==> config.mk <==
export PLATFORM = sky130hd
export DESIGN_NAME = osmanip_mem_seq_master
export DESIGN_NICKNAME = d
export VERILOG_FILES = /design/src/rtl/osmanip_mem_seq_master.sv
export SDC_FILE = /design/constraint.sdc
export NUM_CORES = 1
export LEC_CHECK = 0
export CAP_MARGIN = 10
export CORE_MARGIN = 2
export CORE_UTILIZATION = 40
export DETAILED_ROUTE_END_ITERATION = 16
export PLACE_DENSITY_LB_ADDON = 0.08
export SLEW_MARGIN = 20
export SYNTH_ARGS = -nofsm -noshare
export SYNTH_HDL_FRONTEND = slang
export SYNTH_SLANG_ARGS = --single-unit
==> constraint.sdc <==
create_clock -name clk -period 4.5 [get_ports clk]
set_input_delay 0.45 -clock clk [delete_from_list [all_inputs] [get_ports clk]]
set_output_delay 0.45 -clock clk [all_outputs]
set_load 0.02 [all_outputs]
==> src/rtl/osmanip_mem_seq_master.sv <==
// osmanip_mem_seq_master: Avalon-MM fill/check sequencer for the osmanip on-chip RAM.
// Fill writes seed+i over a block of words. Check reads the block back, compares each
// word against seed+i and reports the mismatch count, first failing address and a sum.
module osmanip_mem_seq_master #(
    parameter int unsigned ADDR_W       = 10,
    parameter int unsigned DATA_W       = 32,
    parameter int unsigned READ_LATENCY = 1
) (
    input  logic                clk,
    input  logic                reset_n,
    input  logic                cmd_valid,
    output logic                cmd_ready,
    input  logic                cmd_op,
    input  logic [ADDR_W-1:0]   cmd_addr,
    input  logic [ADDR_W:0]     cmd_len,
    input  logic [DATA_W-1:0]   cmd_seed,
    output logic                busy,
    output logic                done,
    output logic [ADDR_W:0]     mismatch_cnt,
    output logic [ADDR_W-1:0]   first_err_addr,
    output logic [DATA_W-1:0]   sum,
    output logic [ADDR_W-1:0]   avm_address,
    output logic                avm_chipselect,
    output logic                avm_write,
    output logic [DATA_W/8-1:0] avm_byteenable,
    output logic [DATA_W-1:0]   avm_writedata,
    input  logic [DATA_W-1:0]   avm_readdata,
    input  logic                avm_waitrequest
);
    localparam int unsigned     LenW   = ADDR_W + 1;
    localparam logic [LenW-1:0] MaxLen = LenW'(2 ** ADDR_W);

    typedef enum logic [2:0] {StIdle, StWrite, StRead, StDrain, StDone} state_e;

    state_e            state_q;
    logic [ADDR_W-1:0] addr_q;
    logic [DATA_W-1:0] seed_q;
    logic [LenW-1:0]   len_q;
    logic [LenW-1:0]   idx_q;

    // Read-tag pipeline: stage 0 receives the tag of the read accepted at this edge,
    // the last stage lines up with the cycle its readdata is valid.
    logic [READ_LATENCY-1:0] tag_v_q;
    logic [LenW-1:0]         tag_idx_q [READ_LATENCY];

    logic [LenW-1:0] len_clamped;
    logic [LenW-1:0] ret_idx;
    logic            last_beat;
    logic            push;
    logic            pending;
    logic            ret_valid;
    logic            ret_bad;

    // Decode beat/return conditions and whether reads remain behind the exiting tag.
    always_comb begin
        len_clamped = (cmd_len > MaxLen) ? MaxLen : cmd_len;
        last_beat   = (idx_q == len_q - 1'b1);
        // chipselect is held high for the whole READ state
        push        = (state_q == StRead) && !avm_waitrequest;
        ret_valid   = tag_v_q[READ_LATENCY-1];
        ret_idx     = tag_idx_q[READ_LATENCY-1];
        ret_bad     = (avm_readdata != (seed_q + DATA_W'(ret_idx)));
        pending     = 1'b0;
        for (int i = 0; i < int'(READ_LATENCY) - 1; i++) begin
            pending = pending | tag_v_q[i];
        end
    end

    // Sequencer FSM with registered bus and status outputs.
    always_ff @(posedge clk or negedge reset_n) begin
        if (!reset_n) begin
            state_q        <= StIdle;
            addr_q         <= '0;
            seed_q         <= '0;
            len_q          <= '0;
            idx_q          <= '0;
            tag_v_q        <= '0;
            for (int i = 0; i < int'(READ_LATENCY); i++) begin
                tag_idx_q[i] <= '0;
            end
            cmd_ready      <= 1'b0;
            busy           <= 1'b0;
            done           <= 1'b0;
            mismatch_cnt   <= '0;
            first_err_addr <= '0;
            sum            <= '0;
            avm_address    <= '0;
            avm_chipselect <= 1'b0;
            avm_write      <= 1'b0;
            avm_byteenable <= '0;
            avm_writedata  <= '0;
        end else begin
            for (int i = int'(READ_LATENCY) - 1; i > 0; i--) begin
                tag_v_q[i]   <= tag_v_q[i-1];
                tag_idx_q[i] <= tag_idx_q[i-1];
            end
            tag_v_q[0]   <= push;
            tag_idx_q[0] <= idx_q;

            if (ret_valid) begin
                sum <= sum + avm_readdata;
                if (ret_bad) begin
                    mismatch_cnt <= mismatch_cnt + 1'b1;
                    if (mismatch_cnt == '0) begin
                        first_err_addr <= addr_q + ret_idx[ADDR_W-1:0];
                    end
                end
            end

            done <= 1'b0;

            unique case (state_q)
                StIdle: begin
                    if (cmd_valid && cmd_ready) begin
                        addr_q         <= cmd_addr;
                        seed_q         <= cmd_seed;
                        len_q          <= len_clamped;
                        idx_q          <= '0;
                        cmd_ready      <= 1'b0;
                        busy           <= 1'b1;
                        mismatch_cnt   <= '0;
                        first_err_addr <= '0;
                        sum            <= '0;
                        if (len_clamped == '0) begin
                            state_q <= StDone;
                            done    <= 1'b1;
                        end else begin
                            state_q        <= cmd_op ? StRead : StWrite;
                            avm_chipselect <= 1'b1;
                            avm_write      <= !cmd_op;
                            avm_byteenable <= '1;
                            avm_address    <= cmd_addr;
                            avm_writedata  <= cmd_op ? '0 : cmd_seed;
                        end
                    end else begin
                        cmd_ready <= 1'b1;
                    end
                end
                StWrite: begin
                    if (!avm_waitrequest) begin
                        if (last_beat) begin
                            avm_chipselect <= 1'b0;
                            avm_write      <= 1'b0;
                            avm_byteenable <= '0;
                            state_q        <= StDone;
                            done           <= 1'b1;
                        end else begin
                            idx_q         <= idx_q + 1'b1;
                            avm_address   <= avm_address + 1'b1;
                            avm_writedata <= avm_writedata + 1'b1;
                        end
                    end
                end
                StRead: begin
                    if (!avm_waitrequest) begin
                        if (last_beat) begin
                            avm_chipselect <= 1'b0;
                            avm_byteenable <= '0;
                            state_q        <= StDrain;
                        end else begin
                            idx_q       <= idx_q + 1'b1;
                            avm_address <= avm_address + 1'b1;
                        end
                    end
                end
                StDrain: begin
                    // The tag leaving this edge is the last one once no earlier stage is full
                    if (!pending) begin
                        state_q <= StDone;
                        done    <= 1'b1;
                    end
                end
                StDone: begin
                    busy      <= 1'b0;
                    cmd_ready <= 1'b1;
                    state_q   <= StIdle;
                end
                default: state_q <= StIdle;
            endcase
        end
    end

endmodule

==> results.toml, run 1 <==
[worst_setup_path]
reg2reg_from = "seed_q[0]$_DFFE_PN0P_"
crit_type = "reg2reg"
r2r-end = "mismatch_cnt[9]$_DFF_PN0_"
cp-startpoint = "seed_q[0]$_DFFE_PN0P_"
critPathMaxFanout = 12
cp-end-kind = "flop"
r2r_cells = 12
reg2reg_setup_slack_ps = 300
crit_path_start_kind = "flop"
crit_required_ps = 4800
arrival_ps = 4500

[placed_design]
pre_cts_ws_ps = 310
port_buffers = 193
dpl-instance-area_sq_um = 14100
dp_hpwl_mm = 26.6
gp_congestion = 0.935

[clock_network]
cts.sinks = 179
clkTransAtPathRegs_ps = 70
clock_latency_ps = 440
cts-root-buf = "clkbuf_16"
numCtsBuffers = 17
hold_buffers = 0
cts_tree = "yes"
cts_setup_buffers = 0
h-tree-depth = 4
cts.repair.resized = 0
clockBufferDepth = 2

[worst_hold_path]
hp-class = "in2async"

[route]
drc = 0
drtIter0Drc = 775
vias = 10900
antenna_left = 0
dr.pass1.iters = 5
wire_per_inst_um = 18.0
wl_mm = 35.6
post_drt_via_cell_ratio = 5.53

[timing]
maxSlewViolCount = 0
tightest_slew_ps = 872
fin_tns_setup_ps = 0
period_minus_slack_ps = 4200
post-route-period-util_pct = 93.4
setup_ws_ps = 295
clock_skew_ps = 20.9
rsz0062_at_grt = "false"
hold_viol = 0
clock.fmax_mhz = 238
relSlewSlack_pct = 41.9
whs_ps = 31.0
finalSetupViolations = 0

[final_layout]
nets = 1730
syn_to_final_growth_pct = 24.3
num-fill-cells = 2827
drive_above_1_share_pct = 4.71
design_area_sq_um = 14700
diodes = 0
multiInputGateArea_sq_um = 6920
seq_area_sq_um = 4480

[die]
die_area_sq_um = 30900
core_sq_um = 28900
die_h_um = 176
num_io_pins = 194
die_w_um = 176
rows = 62
initial_core_util_pct = 40.9

[synthesis]
synth_nets = 1566
synthesis.instances = 1416
netlist_area_sq_um = 11800
yosys.area_share.simple_pct = 22.1
synthXorXnorAreaFrac_pct = 6.97
yosysTopAreaCellShare_pct = 37.9
yosys-top-cells-area = "dfrtp_1 38%, nand2_1 7.8%, ha_1 6.0%, a21oi_1 5.3%, xnor2_1 4.9%"
synth_compound_area_share_pct = 19.7
synthTopCellsByCount = "246 x nand2_1, 179 x dfrtp_1, 124 x a21oi_1, 104 x nor2_1, 94 x o21ai_0"
syn_area_per_cell_sq_um = 8.34
yosysMostFrequentCell = "nand2_1"
synthAdderAreaFrac_pct = 6.54
ys_seq_elements = 179
yosys.area.top_type = "dfrtp_1"
synth.area.mux_share_pct = 3.07
synth_top_family_by_area = "simple AND/OR/NAND/NOR gates"
synth_warnings = 0
synthFlopType = "dfrtp_1"
yosysUniqueCellTypes = 72
async_flop_share_pct = 100
ys_seq_area_share_pct = 37.9
synth_edf_count = 0

[global_route]
grt_pass1_vias = 10500
grt_first_pass_wirelength_mm = 57.2
antenna_found_initial = 0
grtUsageTotal_pct = 23.3
gr-total-overflow = 0
grt_max_degree = 111

[power_and_ir_drop]
finalPower_uw = 9600
power_density_nw_per_um2 = 654
power.leakage_uw = 0.00639
irDropWorstVdd_mv = 0.376

[outcome]
status = "completed"

[flow_run]
max_cap_viol_count = 0
-- registers in the layout, indices dropped and copies added (netlist names), 3 cells and up --
signal / flops
addr_q: 10
avm_address: 10
avm_writedata: 32
first_err_addr: 10
idx_q: 11
len_q: 11
mismatch_cnt: 11
ret_idx: 11
seed_q: 32
state_q: 3
sum: 32
-- worst max-delay path: stages (launching register included) --
cell	delay [ps]
dfrtp_1	390
ha_1	230
fa_1	420
a211oi_1	450
nor4_1	110
a211o_2	330
nand3_1	100
mux2_1	310
or4_1	460
or4_4	580
o211ai_2	420
or4_1	200
a21oi_2	50
-- placed cells by master, fill, tap and decap left out, types with 34 or more instances in the layout --
| cell | n |
|---|---|
| dfrtp_1 | 179 |
| xnor2_1 | 66 |
| o21ai_0 | 94 |
| mux2i_1 | 34 |
| nand2_1 | 246 |
| nand3_1 | 52 |
| ha_1 | 57 |
| a21oi_1 | 124 |
| inv_1 | 42 |
| nor2_1 | 103 |
| clkdlybuf4s50_1 | 192 |
-- cell type report --
class                   count  share of cell area, %
clock buffers              18                   2.99
clock inverters            13                  0.937
flip-flops and latches    179                   30.5
multi-input cells        1130                   47.1
repair buffers            208                   14.1
inverters                  44                   1.12
well taps                 384                   3.27
-- where the power goes --
part,switching [uW],internal [uW]
Sequential,724,2220
Combinational,2930,2200
Clock,730,797
-- kinds of logic (layout without fill, tap and decap cells) --
group / count (synthesis) / count (layout)
flops: 179 / 179
xor+xnor: 94 / 94
mux: 36 / 36
buf+inv: 107 / 283
simple gates: 563 / 563
compound gates: 377 / 377
fa+ha+maj: 60 / 60
-- stage by stage --
stage               std cells  utilization, %
floorplan                1416               -
global route             1976            50.9
finish                   1976            50.9
detailed placement       1944            48.8
CTS                      1975            50.8
global placement         1944            48.8
-- worst max-delay path by stage --
stage	end	slack, ps	cells past startpoint
final	mismatch_cnt[9]$_DFF_PN0_	300	12
after global routing	mismatch_cnt[8]$_DFF_PN0_	50	12
after CTS	mismatch_cnt[8]$_DFF_PN0_	310	12
after detailed placement	mismatch_cnt[8]$_DFF_PN0_	310	12
after global placement	mismatch_cnt[6]$_DFF_PN0_	350	12
after floorplan	mismatch_cnt[9]$_DFF_PN0_	700	13
-- per-layer routing --
metal  part of all wire, %  wire, um  GRT usage, %
met5                     0         0             0
met4                   1.8       647          6.03
met3                   4.9      1760          3.23
met2                    45     16100          36.8
met1                    48     17100          33.6
Power figures use the tool's default switching activity.
==> run 2: changes to the inputs <==
Settings changed: CORE_UTILIZATION 40 to 43.
==> results.toml, run 2 (synthesized netlist as in run 1, its figures left out) <==
[clock_network]
cts-root-buf = "clkbuf_16"
clockBufferDepth = 2
cts_setup_buffers = 0
cts.sinks = 179
cts_tree = "yes"
hold_buffers = 0
h-tree-depth = 4
clock_latency_ps = 440
numCtsBuffers = 17
clkTransAtPathRegs_ps = 70
cts.repair.resized = 0

[final_layout]
num-fill-cells = 2560
reg.largest.list = "avm_writedata (32), seed_q (32), sum (32)"
drive_above_1_share_pct = 4.53
seq_area_sq_um = 4480
final_common_cell = "nand2_1"
fin_cells = 1931
fin_util_pct = 54.3
nets = 1727
mostFrequentLayoutCells = "246 x nand2_1, 192 x clkdlybuf4s50_1, 179 x dfrtp_1, 124 x a21oi_1, 103 x nor2_1"
multiInputGateArea_sq_um = 6920
diodes = 0
design_area_sq_um = 14600
syn_to_final_growth_pct = 23.8

[outcome]
status = "completed"

[timing]
fin_tns_setup_ps = 0
finalSetupViolations = 0
hold_viol = 0
clock_skew_ps = 14.2
post-route-period-util_pct = 92.8
clock.fmax_mhz = 240
relSlewSlack_pct = 24.3
tightest_slew_ps = 1130
rsz0062_at_grt = "false"
period_minus_slack_ps = 4170
maxSlewViolCount = 0

[die]
die_w_um = 170
rows = 60
initial_core_util_pct = 43.8
core_sq_um = 27000
die_area_sq_um = 28800
die_h_um = 170
num_io_pins = 194

[placed_design]
dp_hpwl_mm = 25.3
port_buffers = 193
gp_congestion = 0.904
dpl-instance-area_sq_um = 14000
dp_cells = 1899

[route]
wire_per_inst_um = 17.7
drc = 0
drtIter0Drc = 880
dr.pass1.iters = 5
post_drt_via_cell_ratio = 5.60
vias = 10800
wl_mm = 34.2
antenna_left = 0

[worst_setup_path]
crit_required_ps = 4800
cp-end-kind = "flop"
reg2reg_setup_slack_ps = 330
r2r-end = "mismatch_cnt[6]$_DFF_PN0_"
arrival_ps = 4480
critPathMaxFanout = 12
crit_type = "reg2reg"
r2r_cells = 12
crit_path_start_kind = "flop"
reg2reg_from = "seed_q[0]$_DFFE_PN0P_"

[power_and_ir_drop]
power.leakage_uw = 0.00638
irDropWorstVdd_mv = 0.290
power_density_nw_per_um2 = 655

[global_route]
gr-total-overflow = 0
grt_first_pass_wirelength_mm = 55.1
antenna_found_initial = 0
grtUsageTotal_pct = 24.0
grt_pass1_vias = 10500
grt_max_degree = 95

[worst_hold_path]
hp-class = "in2async"

[flow_run]
max_cap_viol_count = 0
-- run 2: cell types whose count changed in the layout (fill, tap and decap cells not counted), moves of 2 or more --
cell | previous run | this run
clkbuf_1 | 0 | 2
inv_6 | 6 | 4
inv_8 | 2 | 0
buf_4 | 13 | 11
-- run 2: how the worst max path moves through the flow --
stage	slack (ps)	to	from
finish	330	mismatch_cnt[6]$_DFF_PN0_	seed_q[0]$_DFFE_PN0P_
global route	130	mismatch_cnt[6]$_DFF_PN0_	seed_q[0]$_DFFE_PN0P_
CTS	230	mismatch_cnt[6]$_DFF_PN0_	seed_q[0]$_DFFE_PN0P_
detailed placement	270	mismatch_cnt[6]$_DFF_PN0_	ret_idx[0]$_DFF_PN0_
global placement	280	mismatch_cnt[6]$_DFF_PN0_	seed_q[0]$_DFFE_PN0P_
floorplan	700	mismatch_cnt[9]$_DFF_PN0_	seed_q[0]$_DFFE_PN0P_
-- run 2: through the flow --
step                total power [uW]  hold WS (ps)  worst slack [ps]
floorplan                       6300           154               703
global placement                7980           467               283
detailed placement              8040           471               267
CTS                             9640           107               229
global route                   10400           134               131
finish                          9580          63.8               325
-- run 2: worst max-delay path, stage by stage, from the launching register on --
cell and delay (ps):
dfrtp_1 380, ha_1 220, fa_1 440, a211oi_2 370
nor4_1 100, a211o_2 310, nand3_1 100, mux2_1 310
or4_1 490, or4_4 590, o211ai_2 440, or4_1 220
a21oi_2 60
-- run 2: power breakdown --
group	internal [uW]	leakage [uW]	switching (uW)	total [uW]
Combinational	2190	0.00380	2890	5080
Clock	863	0.000288	695	1560
Sequential	2220	0.00229	725	2950
-- run 2: layout make-up --
cell class / instances / share of cell area, %
repair buffers: 205 / 13.9
clock buffers: 21 / 3.15
flip-flops and latches: 179 / 30.6
clock inverters: 11 / 0.983
inverters: 44 / 1.13
multi-input cells: 1130 / 47.3
well taps: 341 / 2.92
-- run 2: layer usage --
layer / up-vias / wire length, um / track usage (%)
met5: - / 0 / 0
met4: 0 / 721 / 6.84
met3: 47 / 1360 / 3.08
met2: 297 / 16700 / 41.2
met1: 5143 / 15400 / 31.8
li1: 5333 / - / -
==> run 3: changes to the inputs <==
Settings changed: CORE_UTILIZATION 43 to 55.
Clock period 4.5 ns to 4.8 ns, I/O delays scaled along.
==> results.toml, run 3 (synthesized netlist as in run 1, its figures left out) <==
[global_route]
grt_first_pass_wirelength_mm = 53.7
grt_max_degree = 110
met2_usage_pct = 50.9
use_met3_pct = 4.12
grtUsageTotal_pct = 30.0
top_usage_layer = "met2"
gr-total-overflow = 0
antenna_found_initial = 0
grtUsageMet1_pct = 39.7
grt_pass1_vias = 10500

[timing]
clock.fmax_mhz = 234
rsz0062_at_grt = "false"
period_minus_slack_ps = 4270
hold_viol = 0
fin_tns_setup_ps = 0
maxSlewViolCount = 0
clock_skew_ps = 10.4
tightest_slew_ps = 1140
post-route-period-util_pct = 89.0
relSlewSlack_pct = 23.5
finalSetupViolations = 0

[worst_setup_path]
reg2reg_from = "seed_q[0]$_DFFE_PN0P_"
r2r_cells = 12
crit_required_ps = 5070
cp-end-kind = "flop"
crit_type = "reg2reg"
reg2reg_setup_slack_ps = 530
r2r-end = "mismatch_cnt[6]$_DFF_PN0_"
critPathMaxFanout = 12
crit_path_start_kind = "flop"
arrival_ps = 4540

[power_and_ir_drop]
p_switching_uw = 4070
power_frac_seq_pct = 30.3
irDropWorstVdd_mv = 0.637
swShare_pct = 44.7
share_comb_of_total_power_pct = 52.8
internal-power_uw = 5040
power_density_nw_per_um2 = 625
pwr-share-clk_pct = 16.9
power.leakage_uw = 0.00639

[route]
wire_per_inst_um = 18.1
antenna_left = 0
drtIter0Drc = 810
vias = 11200
drc = 0
wl_mm = 33.8
dr.pass1.iters = 5
post_drt_via_cell_ratio = 5.99

[final_layout]
reg.largest.list = "avm_writedata (32), seed_q (32), sum (32)"
nets = 1725
syn_to_final_growth_pct = 23.3
fin_cells = 1863
mostFrequentLayoutCells = "246 x nand2_1, 192 x clkdlybuf4s50_1, 179 x dfrtp_1, 124 x a21oi_1, 103 x nor2_1"
drive_above_1_share_pct = 4.41
final_common_cell = "nand2_1"
diodes = 0

[die]
die_area_sq_um = 22700
rows = 53
die_w_um = 151
initial_core_util_pct = 56.2
num_io_pins = 194
die_h_um = 151
core_sq_um = 21000

[clock_network]
h-tree-depth = 4
clockBufferDepth = 2
cts.repair.resized = 0
cts.sinks = 179
cts_tree = "yes"
clock_latency_ps = 440
numCtsBuffers = 17
clkTransAtPathRegs_ps = 80
cts_setup_buffers = 0
cts-root-buf = "clkbuf_16"
hold_buffers = 0

[placed_design]
gp_congestion = 0.940
port_buffers = 193
dp_cells = 1831
dp_hpwl_mm = 25.0

[worst_hold_path]
hp-class = "in2async"

[flow_run]
max_cap_viol_count = 0

[outcome]
status = "completed"
## run 3: worst max-delay path by stage
stage                     startpoint                    endpoint  slack (ps)
2_1_floorplan  seed_q[0]$_DFFE_PN0P_   mismatch_cnt[9]$_DFF_PN0_        1000
3_3_place_gp   seed_q[0]$_DFFE_PN0P_  mismatch_cnt[10]$_DFF_PN0_         670
3_5_place_dp   seed_q[0]$_DFFE_PN0P_   mismatch_cnt[7]$_DFF_PN0_         560
4_1_cts        seed_q[0]$_DFFE_PN0P_   mismatch_cnt[6]$_DFF_PN0_         540
5_1_grt        seed_q[0]$_DFFE_PN0P_   mismatch_cnt[7]$_DFF_PN0_         260
6_report       seed_q[0]$_DFFE_PN0P_   mismatch_cnt[6]$_DFF_PN0_         530
## run 3: power groups by stage
stage	registers (uW)	clock network, uW	logic, uW
final	2760	1540	4810
after global routing	2840	1620	5300
after CTS	2750	1550	4800
after detailed placement	2770	0	4770
after global placement	2760	0	4670
after floorplan	2960	0	2940
## run 3: through the flow
stage               utilization (%)  setup slack, ps  cell area (sq um)  hold slack (ps)  power [uW]
floorplan                         -             1000              11800              184        5910
global placement               66.3              666              13900              465        7420
detailed placement             66.3              558              13900              470        7540
CTS                            69.3              540              14600             69.2        9100
global route                   69.3              261              14600             96.9        9760
finish                         69.3              527              14600             30.2        9110
## run 3: worst max-delay path, stage by stage, from the launching register on
cell and delay, ps:
dfrtp_1 390, ha_1 230, fa_1 430, a211oi_1 450, nor4_1 130, a211o_2 330, nand3_1 100, mux2_1 310
or4_1 460, or4_4 570, o211ai_2 440, or4_1 210, a21oi_2 50
## run 3: final cells by class
cell class	count	area, sq um
Clock buffer	19	443
Clock inverter	13	196
Fill cell	1726	6450
Inverter	44	165
Multi-Input combinational cell	1130	6920
Sequential cell	179	4480
Tap cell	275	344
Timing Repair Buffer	203	2020
## run 3: layer usage
metal | part of all wire, % | vias up
met3 | 6.0 | 64
li1 | - | 5343
met2 | 49 | 400
met1 | 42 | 5360
met5 | 0 | -
met4 | 2.6 | 0
